$ cat src/rtl/paralelo_serie_tx.sv
// Parallel-to-serial transmitter: emits SYNC_COMMAS 0xBC commas after reset, then
// serializes bytes from a 2-entry FIFO MSB first, filling empty slots with 0xBC.
module paralelo_serie_tx #(
    parameter int SYNC_COMMAS = 4
) (
    input  logic       clk_8f,
    input  logic       reset,
    input  logic [7:0] in_data,
    input  logic       in_valid,
    output logic       in_ready,
    output logic       data_out,
    output logic       synced,
    output logic       byte_sent
);

    localparam logic [7:0] COMMA      = 8'hBC;
    localparam logic [2:0] LAST_COMMA = 3'(SYNC_COMMAS - 1);

    typedef enum logic {SYNC, ACTIVE} state_t;

    state_t     state, state_nx;
    logic [7:0] cur_byte;
    logic [2:0] bit_idx;
    logic [2:0] comma_cnt;
    logic [7:0] fifo_mem [2];
    logic       rd_ptr, wr_ptr;
    logic [1:0] occ;
    logic       slot_end, load_active, push, pop;

    // Handshake: a byte transfers on any rising edge where in_valid and in_ready are
    // both high; in_ready depends only on registered occupancy, never on in_valid.
    assign in_ready = (occ < 2'd2);
    assign synced   = (state == ACTIVE);

    always_comb begin
        state_nx    = state;
        load_active = 1'b0;
        slot_end    = (bit_idx == 3'd0);
        if (slot_end) begin
            if (state == ACTIVE) begin
                load_active = 1'b1;
            end else if (comma_cnt == LAST_COMMA) begin
                // The final sync comma ends here, so this slot already carries data.
                state_nx    = ACTIVE;
                load_active = 1'b1;
            end
        end
        push = in_valid && in_ready;
        pop  = load_active && (occ != 2'd0);
    end

    always_ff @(posedge clk_8f) begin
        if (reset) begin
            state <= SYNC;
        end else begin
            state <= state_nx;
        end
    end

    always_ff @(posedge clk_8f) begin
        if (reset) begin
            comma_cnt <= 3'd0;
            bit_idx   <= 3'd7;
            cur_byte  <= COMMA;
            data_out  <= 1'b0;
            byte_sent <= 1'b0;
            rd_ptr    <= 1'b0;
            wr_ptr    <= 1'b0;
            occ       <= 2'd0;
        end else begin
            data_out  <= cur_byte[bit_idx];
            byte_sent <= pop;
            if (!slot_end) begin
                bit_idx <= bit_idx - 3'd1;
            end else begin
                bit_idx <= 3'd7;
                if (state == SYNC) begin
                    comma_cnt <= comma_cnt + 3'd1;
                end
                cur_byte <= pop ? fifo_mem[rd_ptr] : COMMA;
            end
            if (push) begin
                wr_ptr <= ~wr_ptr;
            end
            if (pop) begin
                rd_ptr <= ~rd_ptr;
            end
            case ({push, pop})
                2'b10:   occ <= occ + 2'd1;
                2'b01:   occ <= occ - 2'd1;
                default: occ <= occ;
            endcase
        end
    end

    always_ff @(posedge clk_8f) begin
        if (push) begin
            fifo_mem[wr_ptr] <= in_data;
        end
    end

endmodule

$ cat config.mk
export PLATFORM = sky130hd
export DESIGN_NAME = paralelo_serie_tx
export DESIGN_NICKNAME = d
export VERILOG_FILES = /design/src/rtl/paralelo_serie_tx.sv
export SDC_FILE = /design/constraint.sdc
export NUM_CORES = 1
export LEC_CHECK = 0
export ABC_AREA = 1
export CORE_AREA = 2 2 75 77
export CTS_BUF_LIST = sky130_fd_sc_hd__clkbuf_4
export DETAILED_ROUTE_END_ITERATION = 7
export DIE_AREA = 0 0 77 79
export PLACE_DENSITY = 0.55
export SYNTH_ARGS = -nofsm -noshare
export SYNTH_HDL_FRONTEND = slang
export SYNTH_SLANG_ARGS = --single-unit
export TNS_END_PERCENT = 1
$ cat constraint.sdc
create_clock -name clk_8f -period 2.5 [get_ports clk_8f]
set_clock_uncertainty 0.05 [all_clocks]
set_input_delay 0.625 -clock clk_8f [delete_from_list [all_inputs] [get_ports clk_8f]]
set_output_delay 0.625 -clock clk_8f [all_outputs]
set_load 0.01 [all_outputs]
==> flow_summary.json, run 1 <==
{
  "syn_area_um2": 1550,
  "synth_nets": 170,
  "path_max_fanout": 6,
  "clkSlewWorstSetupHoldPaths_ns": 0.12,
  "layout-drive-gt1-share": 0.129,
  "antenna_found_initial": 0,
  "nets": 193,
  "numCtsBuffers": 5,
  "synth-seq-cells": 38,
  "reg2reg_depth": 11,
  "drt-initial-drc-count": 34,
  "ys_seq_area_frac": 0.595,
  "final_common_cell": "nand2_1",
  "die_h_um": 79,
  "n_antenna_cell": 0,
  "yosysWarningCount": 0,
  "drv_slew": 0,
  "arrival_ns": 2.24,
  "required_ns": 2.70,
  "min_period_ns": 2.04,
  "hold_start": "comma_cnt[2]",
  "io_pins": 15,
  "tns_ns": 0,
  "area_growth_pct": 21.0,
  "drtAntennaViolNets": 0,
  "clk_path_buf_depth": 2,
  "cts-root-buf": "clkbuf_4",
  "hold_depth": 2,
  "drc_errors": 0,
  "place_ws_ns": 0.373,
  "place.gp.congestion": 0.794,
  "die_area_um2": 6080,
  "synth_cell_types": 22,
  "hpwl_mm": 1.69,
  "fmax_mhz": 491,
  "overflow": 0,
  "portBuffers": 14,
  "row_count": 27,
  "irDropWorstVdd_mv": 0.307,
  "total_power_mw": 1.19,
  "hp-class": "reg2reg",
  "hold_viol": 0,
  "timing.rr.end": "occ[1]",
  "grt_pass1_vias": 984,
  "insertion_delay_ns": 0.34,
  "routed-via-count": 1000,
  "hold_path_end": "comma_cnt[2]",
  "setup_viol": 0,
  "status": "finished clean",
  "grt_usage": 0.0903,
  "cts_tree": "yes",
  "cts.sinks": 38,
  "holdBufCountCts": 0,
  "timing.slew.headroom": 0.705,
  "post_cts_resized": 0,
  "setup_slack_ns": 0.465,
  "worst_pin_slew_ns": 0.441,
  "wl_mm": 2.28,
  "die_x_um": 77,
  "fin_crit_sh": 0.814,
  "r2r_start": "bit_idx[0]",
  "cp-end-kind": "register",
  "power.density_nw_per_um2": 634,
  "rsz0062_at_grt": "false",
  "whs_ns": 0.416,
  "start_kind": "register",
  "viasPerCell": 4.00,
  "p_leak_nw": 0.788,
  "firstDrtPassIters": 4,
  "grt_pass1_wl_mm": 4.19,
  "cts_setup_buffers": 0,
  "grt_max_degree": 13,
  "wl_per_cell_um": 9.12,
  "ff2ff_setup_slack_ns": 0.46,
  "layout_common_cells": "nand2_1 (33), inv_1 (22), dfxtp_1 (22)",
  "start_util": 0.290,
  "maxCapViolations": 0,
  "synthCells": 154,
  "htree_levels": 2,
  "avgSynthCellArea_um2": 10.0,
  "critPathKind": "reg2reg",
  "coreArea_um2": 5340
}
worst max-delay path: stages (launching register included):
cell     delay, ns
dfxtp_1       0.42
inv_1         0.14
ha_1          0.22
inv_1         0.14
nor2_4        0.07
nand3_4       0.11
inv_1         0.06
ha_1          0.30
nor3_1        0.27
nand2_1       0.08
nand2_1       0.06
nor2_1        0.03
sequential cells by signal, indices dropped and copies added (netlist names), named ones only:
register,flops
synced,1
occ,2
wr_ptr,1
comma_cnt,3
data_out,1
cur_byte,8
byte_sent,1
rd_ptr,1
bit_idx,3
fifo_mem,16
layer usage:
layer | wire [um] | vias to the layer above | global-route usage
met5 | 0 | - | 0
met4 | 55 | 0 | 0.0589
met3 | 86 | 4 | 0.0273
met2 | 1050 | 18 | 0.156
met1 | 1090 | 439 | 0.0960
li1 | - | 539 | -
kinds of logic after synthesis:
group / share of synthesized area
buf+inv: 0.0607
flops: 0.595
simple gates: 0.194
fa+ha+maj: 0.0405
xor+xnor: 0.0113
compound gates: 0.0655
mux: 0.0324
final cells by class:
class                           count  area (um2)
Clock buffer                        5        37.5
Sequential cell                    38         921
Multi-Input combinational cell     92         532
Inverter                           23        88.8
Timing Repair Buffer               17         163
Tap cell                           72        90.1
Clock inverter                      3        40.0
Fill cell                         582        3470
metrics by stage:
| stage | util | std cells | instance area (um2) |
|---|---|---|---|
| global placement | 0.336 | 242 | 1790 |
| CTS | 0.351 | 250 | 1870 |
| floorplan | - | 154 | 1550 |
| finish | 0.351 | 250 | 1870 |
| detailed placement | 0.336 | 242 | 1790 |
| global route | 0.351 | 250 | 1870 |
worst max path at each step:
stage	start	end	slack, ns	depth (start not counted)
6_report	bit_idx[0]	occ[1]	0.46	11
5_1_grt	bit_idx[0]	occ[1]	0.25	11
4_1_cts	bit_idx[0]	occ[1]	0.46	11
3_5_place_dp	in_valid	occ[1]	0.37	7
3_3_place_gp	in_valid	occ[1]	0.42	7
2_1_floorplan	bit_idx[0]	occ[1]	0.64	11
cell usage after synthesis:
library cell | instances | area (um2)
nor3_1 | 2 | 10.0
a21oi_1 | 9 | 45.0
xor2_1 | 1 | 8.76
inv_1 | 22 | 82.6
ha_1 | 5 | 62.6
nand3_4 | 1 | 17.5
nor2_4 | 1 | 11.3
buf_2 | 1 | 5.00
nand2_1 | 33 | 124
o21ai_4 | 1 | 16.3
mux2i_1 | 5 | 50.1
inv_4 | 1 | 6.26
xnor2_1 | 1 | 8.76
o21ai_2 | 3 | 26.3
edfxtp_1 | 16 | 480
a21oi_2 | 1 | 8.76
dfxtp_1 | 22 | 440
nor2_8 | 1 | 20.0
nor2_1 | 17 | 63.8
o21ai_0 | 1 | 5.00
nand3_1 | 7 | 35.0
nand2_2 | 3 | 18.8
power by group:
| group | leakage (nW) | internal (mW) | switching (mW) |
|---|---|---|---|
| Clock | 0.0450 | 0.207 | 0.200 |
| Sequential | 0.329 | 0.675 | 0.0123 |
| Combinational | 0.414 | 0.0425 | 0.0496 |
| Total | 0.788 | 0.924 | 0.262 |
No activity file was read; power rests on OpenSTA's default activity.
==> run 2, diff against run 1 <==
PLACE_DENSITY = 0.56   (was 0.55)
clock period = 1.8 ns   (was 2.5 ns; I/O delays follow)
==> run 2 against run 1 <==
Net effect:
- global-route usage fell by 0.098 points
- sequential power increased by 39%
- design area up 2.7%
- clock power rose by 4.9%
- total power is 29% higher
- largest power group unchanged
- highest routed layer unchanged
==> flow_summary.json, run 2 (synthesized netlist as in run 1, its figures left out) <==
{
  "viasPerCell": 4.00,
  "timing.slew.headroom": 0.718,
  "max_stage_delay_ns": 0.53,
  "path_cells": "clkdlybuf4s50_1",
  "path_max_fanout": 3,
  "cts-root-buf": "clkbuf_4",
  "grt_pass1_wl_mm": 4.15,
  "fmax_mhz": 581,
  "clk_path_buf_depth": 2,
  "layout_common_cells": "nand2_1 (32), inv_1 (20), dfxtp_1 (20)",
  "portBuffers": 14,
  "wl_per_cell_um": 9.21,
  "start_util": 0.290,
  "row_count": 27,
  "critPathTopFamily": "buffers and inverters",
  "drt-initial-drc-count": 14,
  "drv_slew": 0,
  "drc_errors": 0,
  "grt_busiest_layer": "met2",
  "dpl_cell_area_um2": 1840,
  "numCtsBuffers": 5,
  "clkSlewWorstSetupHoldPaths_ns": 0.12,
  "wl_mm": 2.36,
  "cp-end-kind": "output pin",
  "setup_viol": 0,
  "total_power_mw": 1.52,
  "grt_pass1_vias": 996,
  "arrival_ns": 1.22,
  "grt_use_met1": 0.101,
  "min_period_ns": 1.72,
  "nets": 199,
  "area_growth_pct": 24.4,
  "cts_tree": "yes",
  "hold_viol": 0,
  "critPathKind": "reg2out",
  "rsz0062_at_grt": "true",
  "grt_usage": 0.0893,
  "largest_reg_flops": 16,
  "antenna_found_initial": 0,
  "hp-class": "reg2reg",
  "io_pins": 15,
  "ff2ff_setup_slack_ns": 0.12,
  "status": "finished clean",
  "net-switching-power_mw": 0.372,
  "htree_levels": 2,
  "final_area_um2": 1920,
  "clkPwrFrac": 0.280,
  "worst-path-buf-inv": 1,
  "die_area_um2": 6080,
  "cts.sinks": 38,
  "die_h_um": 79,
  "routed-via-count": 1024,
  "maxCapViolations": 0,
  "coreArea_um2": 5340,
  "irDropWorstVdd_mv": 0.306,
  "overflow": 0,
  "required_ns": 1.30,
  "n_antenna_cell": 0,
  "drtAntennaViolNets": 0,
  "r2r_start": "comma_cnt[0]",
  "grt_use_met3": 0.0318,
  "internal_power_mw": 1.15,
  "grt_max_degree": 13,
  "insertion_delay_ns": 0.34,
  "p_leak_nw": 0.801,
  "power.density_nw_per_um2": 793,
  "pwr-share-comb": 0.095,
  "slowest_stage": "clkdlybuf4s50_1",
  "hpwl_mm": 1.69,
  "layout-drive-gt1-share": 0.196,
  "die_x_um": 77,
  "hold_start": "comma_cnt[2]",
  "grtUsageMet2": 0.144,
  "reg.largest.list": "fifo_mem: 16 flops, cur_byte: 8 flops",
  "switching_share": 0.244,
  "max_flop_register": "fifo_mem",
  "place.gp.congestion": 0.747,
  "start_kind": "register",
  "firstDrtPassIters": 4,
  "seqPwrFrac": 0.625,
  "fin_crit_sh": 0.957,
  "worst_pin_slew_ns": 0.423,
  "cp-startpoint": "synced",
  "final_common_cell": "nand2_1",
  "postLayoutCoreUtil": 0.360
}
[run 2: cell count changes in the layout (fill, tap and decap cells not counted), sizes merged]
cell / before / now
buf: 3 / 9
bufinv: 1 / 0
clkdlybuf4s50: 14 / 13
clkinvlp: 0 / 1
dlygate4sd2: 0 / 1
[run 2: cell type report]
| cell class | count | area, um2 |
|---|---|---|
| fill | 577 | 3410 |
| sequential | 38 | 923 |
| multi-input combinational | 92 | 561 |
| timing repair buffer | 23 | 206 |
| tap | 72 | 90.1 |
| inverter | 23 | 88.8 |
| clock buffer | 5 | 37.5 |
| clock inverter | 3 | 16.3 |
[run 2: final timing paths]
kind,endpoint,cells past startpoint
max,synced,1
min,comma_cnt[2],2
max reg2reg,occ[1],11
min reg2reg,comma_cnt[2],2
[run 2: power groups by stage]
stage / Combinational [mW] / Sequential, mW / Clock (mW)
final: 0.145 / 0.953 / 0.427
after global routing: 0.167 / 0.957 / 0.500
after CTS: 0.143 / 0.953 / 0.456
after detailed placement: 0.144 / 0.973 / 0
after global placement: 0.143 / 0.972 / 0
after floorplan: 0.0717 / 0.973 / 0
[run 2: layer usage]
metal	vias up	wire, um
met5	-	0
met4	0	74
met3	5	88
met2	15	1090
met1	449	1110
li1	555	-
[run 2: repair_timing]
action / in CTS / in global routing
resized for setup: 1 / 7
hold buffers: 0 / 0
endpoints found under the hold margin: 0 / 0
buffers inserted: 0 / 0
pin swaps: 1 / 1
setup endpoints to repair: 2 / 3
[run 2: metrics by stage]
| step | TNS, ns | std cells | hold WS [ns] | setup slack, ns |
|---|---|---|---|---|
| floorplan | 0 | 154 | 0.365 | 0.0133 |
| global placement | -0.150 | 248 | 0.396 | -0.0595 |
| detailed placement | -0.282 | 248 | 0.401 | -0.0826 |
| CTS | 0 | 256 | 0.419 | 0.0142 |
| global route | -0.00252 | 256 | 0.447 | -0.00252 |
| finish | 0 | 256 | 0.420 | 0.0776 |
==> run 3, diff against run 2 <==
CORE_AREA = 2 2 79 74   (was 2 2 75 77)
DIE_AREA = 0 0 81 76   (was 0 0 77 79)
==> run 3 against run 2 <==
Net effect:
- count of clock-buffer cells in the layout stayed put
- non-clock buffer count is 1 higher
- sequential cell count stayed put
- core utilization is 0.49 points higher
- via count is 0.49% lower
- sequential power hardly changed
- critical path type unchanged
- largest cell class unchanged
==> flow_summary.json, run 3 (synthesized netlist as in run 1, its figures left out) <==
{
  "status": "finished clean",
  "final_area_um2": 1970,
  "hold_viol": 0,
  "drc_errors": 0,
  "place.gp.congestion": 0.765,
  "fmax_mhz": 590,
  "worst-path-buf-inv": 1,
  "path_cells": "clkdlybuf4s50_1",
  "power.density_nw_per_um2": 913,
  "portBuffers": 14,
  "die_h_um": 76,
  "drv_slew": 0,
  "irDropWorstVdd_mv": 0.684,
  "max_stage_delay_ns": 0.53,
  "dpl_cell_area_um2": 1850,
  "hp-class": "reg2reg",
  "numCtsBuffers": 5,
  "setup_slack_ns": 0.104,
  "register_area_um2": 923,
  "hold_start": "comma_cnt[1]",
  "drtAntennaViolNets": 0,
  "cts-root-buf": "clkbuf_4",
  "nets": 200,
  "fin_crit_sh": 0.942,
  "setup_viol": 0,
  "place_ws_ns": -0.0734,
  "critPathTopFamily": "buffers and inverters",
  "final_common_cell": "nand2_1",
  "grt_pass1_wl_mm": 4.28,
  "grt_usage": 0.0918,
  "hpwl_mm": 1.72,
  "max_flop_register": "fifo_mem",
  "htree_levels": 2,
  "clkSlewWorstSetupHoldPaths_ns": 0.11,
  "timing.rr.end": "occ[1]",
  "critPathKind": "reg2out",
  "min_period_ns": 1.70,
  "n_antenna_cell": 0,
  "routed-via-count": 1019,
  "cp-end-kind": "output pin",
  "layout-drive-gt1-share": 0.195,
  "viasPerCell": 4.00,
  "nFillCells": 585,
  "layout_common_cells": "nand2_1 (32), inv_1 (21), dfxtp_1 (20)",
  "ff2ff_setup_slack_ns": 0.10,
  "row_count": 26,
  "coreArea_um2": 5400,
  "start_kind": "register",
  "grt_max_degree": 13,
  "worst_pin_slew_ns": 0.452,
  "firstDrtPassIters": 3,
  "r2r_start": "comma_cnt[0]",
  "multi_input_area_um2": 554,
  "die_x_um": 81,
  "cts.sinks": 38,
  "wl_mm": 2.42,
  "grt_pass1_vias": 963,
  "insertion_delay_ns": 0.34,
  "slowest_stage": "clkdlybuf4s50_1",
  "path_max_fanout": 1,
  "reg2reg_depth": 11,
  "overflow": 0,
  "clk_path_buf_depth": 2,
  "hold_depth": 2,
  "whs_ns": 0.425,
  "reg.largest.list": "fifo_mem: 16 flops, cur_byte: 8 flops",
  "largest_reg_flops": 16,
  "antenna_found_initial": 0,
  "maxCapViolations": 0,
  "cts_tree": "yes",
  "start_util": 0.286,
  "wl_per_cell_um": 9.49,
  "arrival_ns": 1.20,
  "postLayoutCoreUtil": 0.365,
  "p_leak_nw": 0.847,
  "die_area_um2": 6160,
  "cts_setup_buffers": 0,
  "holdBufCountCts": 0,
  "hold_path_end": "comma_cnt[1]",
  "drt-initial-drc-count": 33,
  "required_ns": 1.30,
  "io_pins": 15,
  "timing.slew.headroom": 0.698,
  "area_growth_pct": 27.5
}
## run 3: changes by cell type in the layout (fill, tap and decap cells not counted), sizes merged
cell / previous run / this run
bufinv: 0 / 2
buf: 9 / 10
clkdlybuf4s50: 13 / 12
clkinv: 2 / 1
clkinvlp: 1 / 0
dlymetal6s2s: 0 / 1
## run 3: power breakdown
part	internal [mW]	leakage [nW]	total [mW]	switching (mW)
Combinational	0.0695	0.464	0.146	0.0768
Sequential	0.937	0.330	0.953	0.0154
Clock	0.428	0.0528	0.702	0.274
Total	1.43	0.847	1.80	0.367
## run 3: per-layer routing
layer	vias up	routed length, um	global-route usage
li1	555	-	-
met1	444	1160	0.111
met2	14	1110	0.140
met3	6	81	0.0296
met4	0	72	0.0559
met5	-	0	0
## run 3: layout make-up
type / count / share of cell area
clock buffers: 5 / 0.0190
clock inverters: 3 / 0.0324
inverters: 23 / 0.0451
multi-input cells: 92 / 0.281
flip-flops and latches: 38 / 0.468
well taps: 70 / 0.0444
repair buffers: 24 / 0.110
## run 3: metrics by stage
step	TNS, ns	instances	power [mW]
global placement	-0.0557	247	1.12
detailed placement	-0.0734	247	1.12
global route	-0.00326	255	1.88
CTS	0	255	1.82
floorplan	0	154	1.04
finish	0	255	1.80
## run 3: how the worst max path moves through the flow
stage	slack, ns	depth (start not counted)	startpoint	end
final	0.10	1	data_out	data_out
after global routing	-0.003	13	comma_cnt[0]	occ[1]
after CTS	0.01	13	comma_cnt[0]	occ[1]
after detailed placement	-0.07	7	in_valid	occ[1]
after global placement	-0.06	7	in_valid	occ[1]
after floorplan	0.01	11	bit_idx[0]	occ[1]
## run 3: worst min-delay path, stage by stage (launching register included)
cell	delay, ns
dfxtp_2	0.34
nand2_1	0.06
a21oi_1	0.05
## run 3: repair_timing
action	CTS	global route
resized for setup	1	6
gates cloned	0	0
endpoints found under the hold margin	0	0
pin swaps	1	1
setup endpoints to repair	2	3
